<file path="src/rtl/c1_bus_frontend.sv">
// c1_bus_frontend
//   Cache-side front end for the CPU<->cache C1 bus. Captures the CPU's
//   two-cycle command/address (and write-data) phase, issues one parallel
//   request to the cache core, then drives the response phase back onto
//   C1/D1 and releases the bus through a single turnaround cycle.
//
// Ports
//   clk, reset          clock, asynchronous active-high reset
//   c1_in/out/oe        C1 command bus (split tri-state)
//   a1_in               A1 address bus
//   d1_in/out/oe        D1 data bus (split tri-state)
//   req_*               request to cache core (valid/ready handshake)
//   resp_valid/rdata    one-cycle completion pulse from cache core
//   busy                high whenever the block is not idle
//   txn_count           completed transactions, wrapping
module c1_bus_frontend #(
  parameter int OFFSET_W = 4,
  parameter int CNT_W    = 16
) (
  input  logic                clk,
  input  logic                reset,
  input  logic [2:0]          c1_in,
  output logic [2:0]          c1_out,
  output logic                c1_oe,
  input  logic [14:0]         a1_in,
  input  logic [15:0]         d1_in,
  output logic [15:0]         d1_out,
  output logic                d1_oe,
  output logic                req_valid,
  input  logic                req_ready,
  output logic [2:0]          req_cmd,
  output logic [14:0]         req_tag_set,
  output logic [OFFSET_W-1:0] req_offset,
  output logic [31:0]         req_wdata,
  input  logic                resp_valid,
  input  logic [31:0]         resp_rdata,
  output logic                busy,
  output logic [CNT_W-1:0]    txn_count
);

  localparam logic [2:0] CMD_NOP     = 3'd0;
  localparam logic [2:0] CMD_READ32  = 3'd3;
  localparam logic [2:0] CMD_WRITE32 = 3'd7;
  localparam logic [2:0] CMD_RESP    = 3'd7;

  typedef enum logic [2:0] {
    S_IDLE, S_ADDR2, S_ISSUE, S_WAIT, S_RESP1, S_RESP2, S_TURN
  } state_e;

  state_e              state_q;
  logic [2:0]          c1_out_q;
  logic                c1_oe_q;
  logic [15:0]         d1_out_q;
  logic                d1_oe_q;
  logic                req_valid_q;
  logic [2:0]          req_cmd_q;
  logic [14:0]         req_tag_set_q;
  logic [OFFSET_W-1:0] req_offset_q;
  logic [31:0]         req_wdata_q;
  logic [15:0]         rdata_hi_q;   // upper read half, replayed in RESP2
  logic [CNT_W-1:0]    txn_count_q;
  logic [CNT_W-1:0]    txn_count_d;

  // READ8/16/32 are codes 1..3, writes are 5..7.
  function automatic logic is_read(input logic [2:0] c);
    return (c != CMD_NOP) && !c[2];
  endfunction

  function automatic logic is_write(input logic [2:0] c);
    return c[2] && (c[1:0] != 2'b00);
  endfunction

  assign txn_count_d = txn_count_q + {{(CNT_W-1){1'b0}}, 1'b1};

  always_ff @(posedge clk or posedge reset) begin
    if (reset) begin
      state_q       <= S_IDLE;
      c1_out_q      <= CMD_NOP;
      c1_oe_q       <= 1'b0;
      d1_out_q      <= '0;
      d1_oe_q       <= 1'b0;
      req_valid_q   <= 1'b0;
      req_cmd_q     <= '0;
      req_tag_set_q <= '0;
      req_offset_q  <= '0;
      req_wdata_q   <= '0;
      rdata_hi_q    <= '0;
      txn_count_q   <= '0;
    end else begin
      case (state_q)
        S_IDLE: begin
          // Exact-match case: NOP and any X/Z pattern fall to default.
          case (c1_in)
            3'd1, 3'd2, 3'd3, 3'd4, 3'd5, 3'd6, 3'd7: begin
              req_cmd_q     <= c1_in;
              req_tag_set_q <= a1_in;
              req_wdata_q   <= {16'h0000, is_write(c1_in) ? d1_in : 16'h0000};
              state_q       <= S_ADDR2;
            end
            default: ;
          endcase
        end

        S_ADDR2: begin
          req_offset_q <= a1_in[OFFSET_W-1:0];
          if (req_cmd_q == CMD_WRITE32) req_wdata_q[31:16] <= d1_in;
          req_valid_q  <= 1'b1;
          c1_oe_q      <= 1'b1;       // hold C1 busy with NOP until response
          c1_out_q     <= CMD_NOP;
          state_q      <= S_ISSUE;
        end

        S_ISSUE: begin
          if (req_ready) begin
            req_valid_q <= 1'b0;
            state_q     <= S_WAIT;
          end
        end

        S_WAIT: begin
          if (resp_valid) begin
            c1_out_q <= CMD_RESP;
            if (is_read(req_cmd_q)) begin
              d1_oe_q    <= 1'b1;
              d1_out_q   <= resp_rdata[15:0];
              rdata_hi_q <= resp_rdata[31:16];
            end
            state_q <= S_RESP1;
          end
        end

        S_RESP1: begin
          if (req_cmd_q == CMD_READ32) begin
            d1_out_q <= rdata_hi_q;
            state_q  <= S_RESP2;
          end else begin
            c1_oe_q  <= 1'b0;
            c1_out_q <= CMD_NOP;
            d1_oe_q  <= 1'b0;
            d1_out_q <= '0;
            state_q  <= S_TURN;
          end
        end

        S_RESP2: begin
          c1_oe_q  <= 1'b0;
          c1_out_q <= CMD_NOP;
          d1_oe_q  <= 1'b0;
          d1_out_q <= '0;
          state_q  <= S_TURN;
        end

        S_TURN: begin
          txn_count_q <= txn_count_d;
          state_q     <= S_IDLE;
        end

        default: state_q <= S_IDLE;
      endcase
    end
  end

  assign c1_out      = c1_out_q;
  assign c1_oe       = c1_oe_q;
  assign d1_out      = d1_out_q;
  assign d1_oe       = d1_oe_q;
  assign req_valid   = req_valid_q;
  assign req_cmd     = req_cmd_q;
  assign req_tag_set = req_tag_set_q;
  assign req_offset  = req_offset_q;
  assign req_wdata   = req_wdata_q;
  assign busy        = (state_q != S_IDLE);
  assign txn_count   = txn_count_q;

endmodule

</file>
<file path="config.mk">
export PLATFORM = sky130hd
export DESIGN_NAME = c1_bus_frontend
export DESIGN_NICKNAME = d
export VERILOG_FILES = /design/src/rtl/c1_bus_frontend.sv
export SDC_FILE = /design/constraint.sdc
export NUM_CORES = 1
export LEC_CHECK = 0
export CAP_MARGIN = 40
export CORE_MARGIN = 2
export CORE_UTILIZATION = 50
export CTS_CLUSTER_DIAMETER = 30
export DETAILED_ROUTE_END_ITERATION = 16
export DONT_BUFFER_PORTS = 1
export MAX_ROUTING_LAYER = met4
export PLACE_DENSITY = 0.72
export SYNTH_ARGS = -nofsm -noshare
export SYNTH_HDL_FRONTEND = slang
export SYNTH_SLANG_ARGS = --single-unit
</file>
<file path="constraint.sdc">
create_clock -name clk -period 4.4 [get_ports clk]
set_input_delay 0.88 -clock clk [delete_from_list [all_inputs] [get_ports clk]]
set_output_delay 0.88 -clock clk [all_outputs]
set_load 0.01 [all_outputs]
</file>
* Word-level counts from Yosys, hierarchy flattened
Index checks and enable logic that the tools add are counted.
Storage, ports and cells: bits in registers 111, input port bits 70, output and inout bits 93, logic and storage cells 81
Cells by class: $add $sub $neg 1, equal/unequal tests 21, multiplexer cells 23, reduce and logical (&&, ||, !) cells 23
Operator list (number):
- 2-to-1 mux 16 bit | 5
- case mux 16 bit (3 select lines) | 1
- 2-to-1 mux 32 bit | 1
- case mux 16 bit (2 select lines) | 1
- equality test 3 bit (second input constant) | 8
- case mux 3 bit (6 select lines) | 1
- adder 16 x 1 -> 16 bit (second input constant) | 1
- equality test 3 x 2 -> 1 bit (second input constant) | 5
- 2-to-1 mux 3 bit | 5
- AND reduction 3 bit | 5
- nonzero test 3 bit | 5
- != test 2 bit (second input constant) | 5
- case mux 3 bit (3 select lines) | 1
- OR reduction 7 bit | 1
- equality test 3 x 1 -> 1 bit (second input constant) | 2
- case mux 1 bit (3 select lines) | 2
- AND reduction 2 bit | 3
- nonzero test 2 bit | 3
- 2-to-1 mux 1 bit | 4
- AND reduction 4 bit | 1
- zero test 3 bit | 1
- logical AND 1 bit | 2
- 2-to-1 mux 2 bit | 1
- != test 2 x 1 -> 1 bit (second input constant) | 1
- other kinds (3) | 3

* Logic depth before layout (Yosys ltp)
depth in word-level cells 5, depth in mapped cells 6, depth with buffers taken out 5

* Least setup slack after synthesis
OpenSTA, ideal clock, no wires.
path type input -> register, start in c1_in[2], end reg req_tag_set_q[0], in the netlist req_tag_set[0], library setup time 0.125 ns, data arrival time 2.004 ns, required time 4.275 ns, slack 2.271 ns, stages on the path 4, buffers on the path 1, path through or3_1 nand2_1 buf_2 mux2_2
On the way: word-level cells in the longest chain between the ends 3, elaborated cells on any way between the ends 9, classes of those cells 7 x eq/ne; 2 x reduce/logical
RTL lines:
- start: declaration | line 22 | input logic [2:0] c1_in,
- equality test 3 x 1 -> 1 bit (tied with other cells) | line 93 | case (c1_in)
- OR reduction 7 bit * | line 93
- AND reduction 2 bit (no source line) *
- end signal: assignment | line 96 | req_tag_set_q <= a1_in;
- end: declaration | line 57 | logic [14:0] req_tag_set_q;
Every way passes the cells marked *; elsewhere a longest branch is shown, timed or not. A chain may end at the register's enable or synchronous reset.

* Final worst setup path
start reg state_q[0], end out busy
On the way: word-level cells in the longest chain between the ends 1
RTL lines:
- start: declaration | line 50 | state_e state_q;
- start signal: assignment | line 77 | state_q <= S_IDLE;
- start signal: assignment | line 98 | state_q <= S_ADDR2;
- start signal: assignment | line 110 | state_q <= S_ISSUE;
- nonzero test 3 bit | line 172 | assign busy = (state_q != S_IDLE);
- end: declaration | line 37 | output logic busy,
Every way passes these cells.

==> impl_summary.txt <==
----------------------------------------------------
[Worst setup path]
  Largest fanout of any net on the critical path ... 14
  Standard cell with the maximum stage delay on the critical path ... sky130_fd_sc_hd__dfrtp_1
  Cell-by-cell listing of the critical path ... nor3_2 > buf_4 > inv_1
  Crit-path leading delay family ... flip-flops
  Crit end category ... primary output
  CP Data Required Time ... ~3.5 ns
  Reg-to-Reg Start ... state_q[0]$_DFFE_PP0P_
  Worst endpoint data arrival time ... about 1.5 ns
  Crit start category ... flop
  First element of the critical path ... state_q[0]$_DFFE_PP0P_
  Kind of critical path ... reg2out
  CP peak stage delay ... ~0.56 ns
  Buf/Inv on CP ... 2

[Synth]
  Count of mapped cells out of synthesis ... ~380
  Share of Yosys cell area claimed by the top area cell type ... around 62%
  Synth area leader ... sky130_fd_sc_hd__dfrtp_1
  Synthesis warning total ... 0
  Post-synth ARST share ... 100%
  Count of different cell masters after synthesis ... 37
  Yosys reg bits ... 109
  Fraction of the yosys area taken by sequential cells ... between 60 and 70%
  Main area contributors after synthesis ... sky130_fd_sc_hd__dfrtp_1 (62%), sky130_fd_sc_hd__a22o_1 (7.0%), sky130_fd_sc_hd__nand2_1 (5.2%)
  Avg Synthesized Cell Area ... between 10 and 15 um^2
  Area of the mapped netlist ... ~4400 um^2
  Synthesized netlist net count ... between 400 and 500
  Number of enable flip-flop cells after synthesis ... 0
  Predominant post-synthesis flop cell ... sky130_fd_sc_hd__dfrtp_1

[Global routing]
  Maximum number of pins on one net before global-route repair ... around 60
  Aggregate global routing overflow ... 0
  Number of global-route vias before repair ... roughly 3000
  Global router's overall resource usage ... about a fifth
  Antenna violations before repair ... 0
  First-pass GRT wire length ... about 15 mm

[Power]
  Net Sw Frac ... 37.7%
  Leak Pwr ... around 2.2 nW
  Pint ... 0.00207 W
  Maximum vdd ir drop ... 0.424 mV
  Part of the power in registers ... ~57%
  Cell area power density ... about 700 nW/um^2
  Reported net switching power ... ~0.0013 W
  Fraction of power consumed by combinational cells ... 24.6%
  Fraction of power consumed by the clock network ... 18.7%

[Final layout]
  Ant. Diodes ... 0
  End-of-flow core utilization ... between 50% and 60%
  Area Growth Syn to Fin ... 8.09%
  Layout cell share with drive strength beyond 1 ... between 10% and 20%
  Multi-input combinational cell area ... ~1500 um^2
  Fillers ... roughly 750
  Total area of sequential cells ... about 2700 um^2
  Final layout net count ... 452
  Cell area after layout ... 4730 um^2

[Floorplanning]
  Top-level I/O count ... between 150 and 200
  Die Area ... 9510 um^2
  Die Span Y ... between 90 and 100 um
  Starting utilization of the core area ... between 50% and 60%
  Row cnt ... 34
  Horizontal extent of the die ... 97.5 um
  Standard cell core area ... 8590 um^2

[STA]
  Hold Fails Final Rpt ... 0
  Max Clk Rate ... between 0.4 and 0.5 GHz
  Worst slew pin tran ... about 0.83 ns
  Final worst clock skew ... between 0.01 and 0.015 ns
  Post-route minimum period ... 2.38 ns
  Final slew viol count ... 0
  Normalized max-slew margin ... 44.9%
  Final Setup Violations ... 0
  Final clock period utilization by the worst path ... a little over half
  Smallest hold slack ... 0.353 ns
  Unrepaired setup endpoints after global routing ... false
  TNS Setup ... 0 ns

[Routing]
  Total iterations of the first detailed-routing run ... 4
  Vias ... 2820
  Number of design-rule violations left by the first detailed-router iteration ... 86
  Remaining antenna violation count ... 0
  Routed len/inst ... between 15 and 20 um
  Number of remaining DRC errors ... 0
  Total Routed Length ... a little over 9 mm
  Detailed-route vias per instance ... 5.71

[Hold path]
  Hold Path Class ... in2async

[Placement]
  Post-place instance area ... approximately 4500 um^2
  Sum of net half-perimeters after detailed placement ... around 6.5 mm
  # port buffers ... 0
  Routability Congestion ... 0.817

[Run]
  Count of max-cap constraint violations ... 0

[Clocking]
  Root Buffer Master ... sky130_fd_sc_hd__clkbuf_8
  Max Root-Sink Buffers ... 2
  Insertion delay of the later-clocked pin in the worst-skew pair ... around 0.36 ns
  Number of levels in the clock H-tree ... 3
  Sinks on the clock net ... between 100 and 150
  CTS Buf Count ... 9
  Post-CTS setup buffer count ... 0
  TritonCTS clock tree ... yes
  Post-CTS Hold Fix Bufs ... 0
  Number of gates resized after CTS ... 0
  Clock edge transition at the registers on the reported setup and hold paths ... approximately 0.11 ns

[Run status]
  Result of the run ... completed

----------------------------------------------------
[cell usage after synthesis, types with 2 or more instances]
cell                         n
sky130_fd_sc_hd__dfrtp_1   109
sky130_fd_sc_hd__nand2_1    61
sky130_fd_sc_hd__nor2_1     41
sky130_fd_sc_hd__a22o_1     35
sky130_fd_sc_hd__mux2_2     20
sky130_fd_sc_hd__a21oi_1    19
sky130_fd_sc_hd__nor3_1     16
sky130_fd_sc_hd__buf_2       9
sky130_fd_sc_hd__clkbuf_1    9
sky130_fd_sc_hd__xnor2_1     9
sky130_fd_sc_hd__xor2_1      6
sky130_fd_sc_hd__inv_1       5
sky130_fd_sc_hd__nand3_1     4
sky130_fd_sc_hd__nor3_2      4
sky130_fd_sc_hd__and3_1      3
sky130_fd_sc_hd__buf_4       3
sky130_fd_sc_hd__nand4_1     3
sky130_fd_sc_hd__a31oi_1     2
sky130_fd_sc_hd__nand2b_1    2
sky130_fd_sc_hd__nand4b_1    2
sky130_fd_sc_hd__nor4bb_1    2
sky130_fd_sc_hd__o21ai_0     2
sky130_fd_sc_hd__or3_1       2
[final timing paths]
| kind | slack (ns) | end | cells after the start |
|---|---|---|---|
| max | 2.02 | busy | 3 |
| min | 0.35 | txn_count[8]$_DFFE_PP0N_ | 1 |
| max reg2reg | 2.28 | d1_out[5]$_DFFE_PP0P_ | 5 |
| min reg2reg | 0.48 | rdata_hi_q[6]$_DFFE_PP0P_ | 2 |
| max in group asynchronous | 3.09 | req_wdata[14]$_DFFE_PP0P_ | 3 |
| min in group clk | 0.48 | rdata_hi_q[6]$_DFFE_PP0P_ | 2 |
[cells in the final DEF, fill, tap and decap left out, types with 5 or more instances in the layout]
cell type | netlist | final
sky130_fd_sc_hd__nor2_1 | 41 | 41
sky130_fd_sc_hd__a22o_1 | 35 | 35
sky130_fd_sc_hd__a21oi_1 | 19 | 19
sky130_fd_sc_hd__nor3_1 | 16 | 16
sky130_fd_sc_hd__xnor2_1 | 9 | 9
sky130_fd_sc_hd__buf_4 | 3 | 5
sky130_fd_sc_hd__nand2_1 | 61 | 61
sky130_fd_sc_hd__mux2_2 | 20 | 20
sky130_fd_sc_hd__dfrtp_1 | 109 | 109
sky130_fd_sc_hd__clkbuf_8 | 0 | 9
sky130_fd_sc_hd__xor2_1 | 6 | 6
[state kept, by name, summed over array words and instances, names as in the netlist]
register     cells
c1_oe            1
c1_out           1
d1_oe            1
d1_out          16
rdata_hi_q      16
req_cmd          3
req_offset       4
req_tag_set     15
req_valid        1
req_wdata       32
state_q          3
txn_count       16
[routing by layer]
layer  vias up  track usage (%)  wire (um)
li1       1315                -          -
met1      1369             27.7       3900
met2       128             30.4       4270
met3         8             7.19        843
met4         0             6.20         89
met5         -                -          0
[cell type report]
type                            count  area share, %
Sequential cell                   109           57.7
Timing Repair Buffer                9           2.25
Multi-Input combinational cell    247           32.4
Clock inverter                      7           1.72
Tap cell                          108           2.86
Inverter                            5          0.450
Clock buffer                        9           2.62
[power by group through the flow]
stage	sequential, W	combinational [W]	clock [W]
after global placement	0.00189	0.000761	0
after CTS	0.00189	0.000828	0.000639
after floorplan	0.00176	0.000725	0
final	0.00188	0.000816	0.000622
after global routing	0.00194	0.000930	0.000685
after detailed placement	0.00190	0.000833	0
[cells by family after synthesis]
kind of cell	synth area share [%]
xor+xnor	3.00
compound gates	10.7
buf+inv	2.75
mux	5.38
fa+ha+maj	0.286
simple gates	15.6
flops	62.4
[through the flow]
| step | power [W] | std cells | worst slack (ns) |
|---|---|---|---|
| 2_1_floorplan | 0.00249 | 382 | 0.646 |
| 3_3_place_gp | 0.00265 | 472 | 1.72 |
| 3_5_place_dp | 0.00273 | 478 | 1.92 |
| 4_1_cts | 0.00335 | 494 | 2.00 |
| 5_1_grt | 0.00355 | 494 | 1.91 |
| 6_report | 0.00332 | 494 | 2.02 |
(Power assumes the default switching activity.)
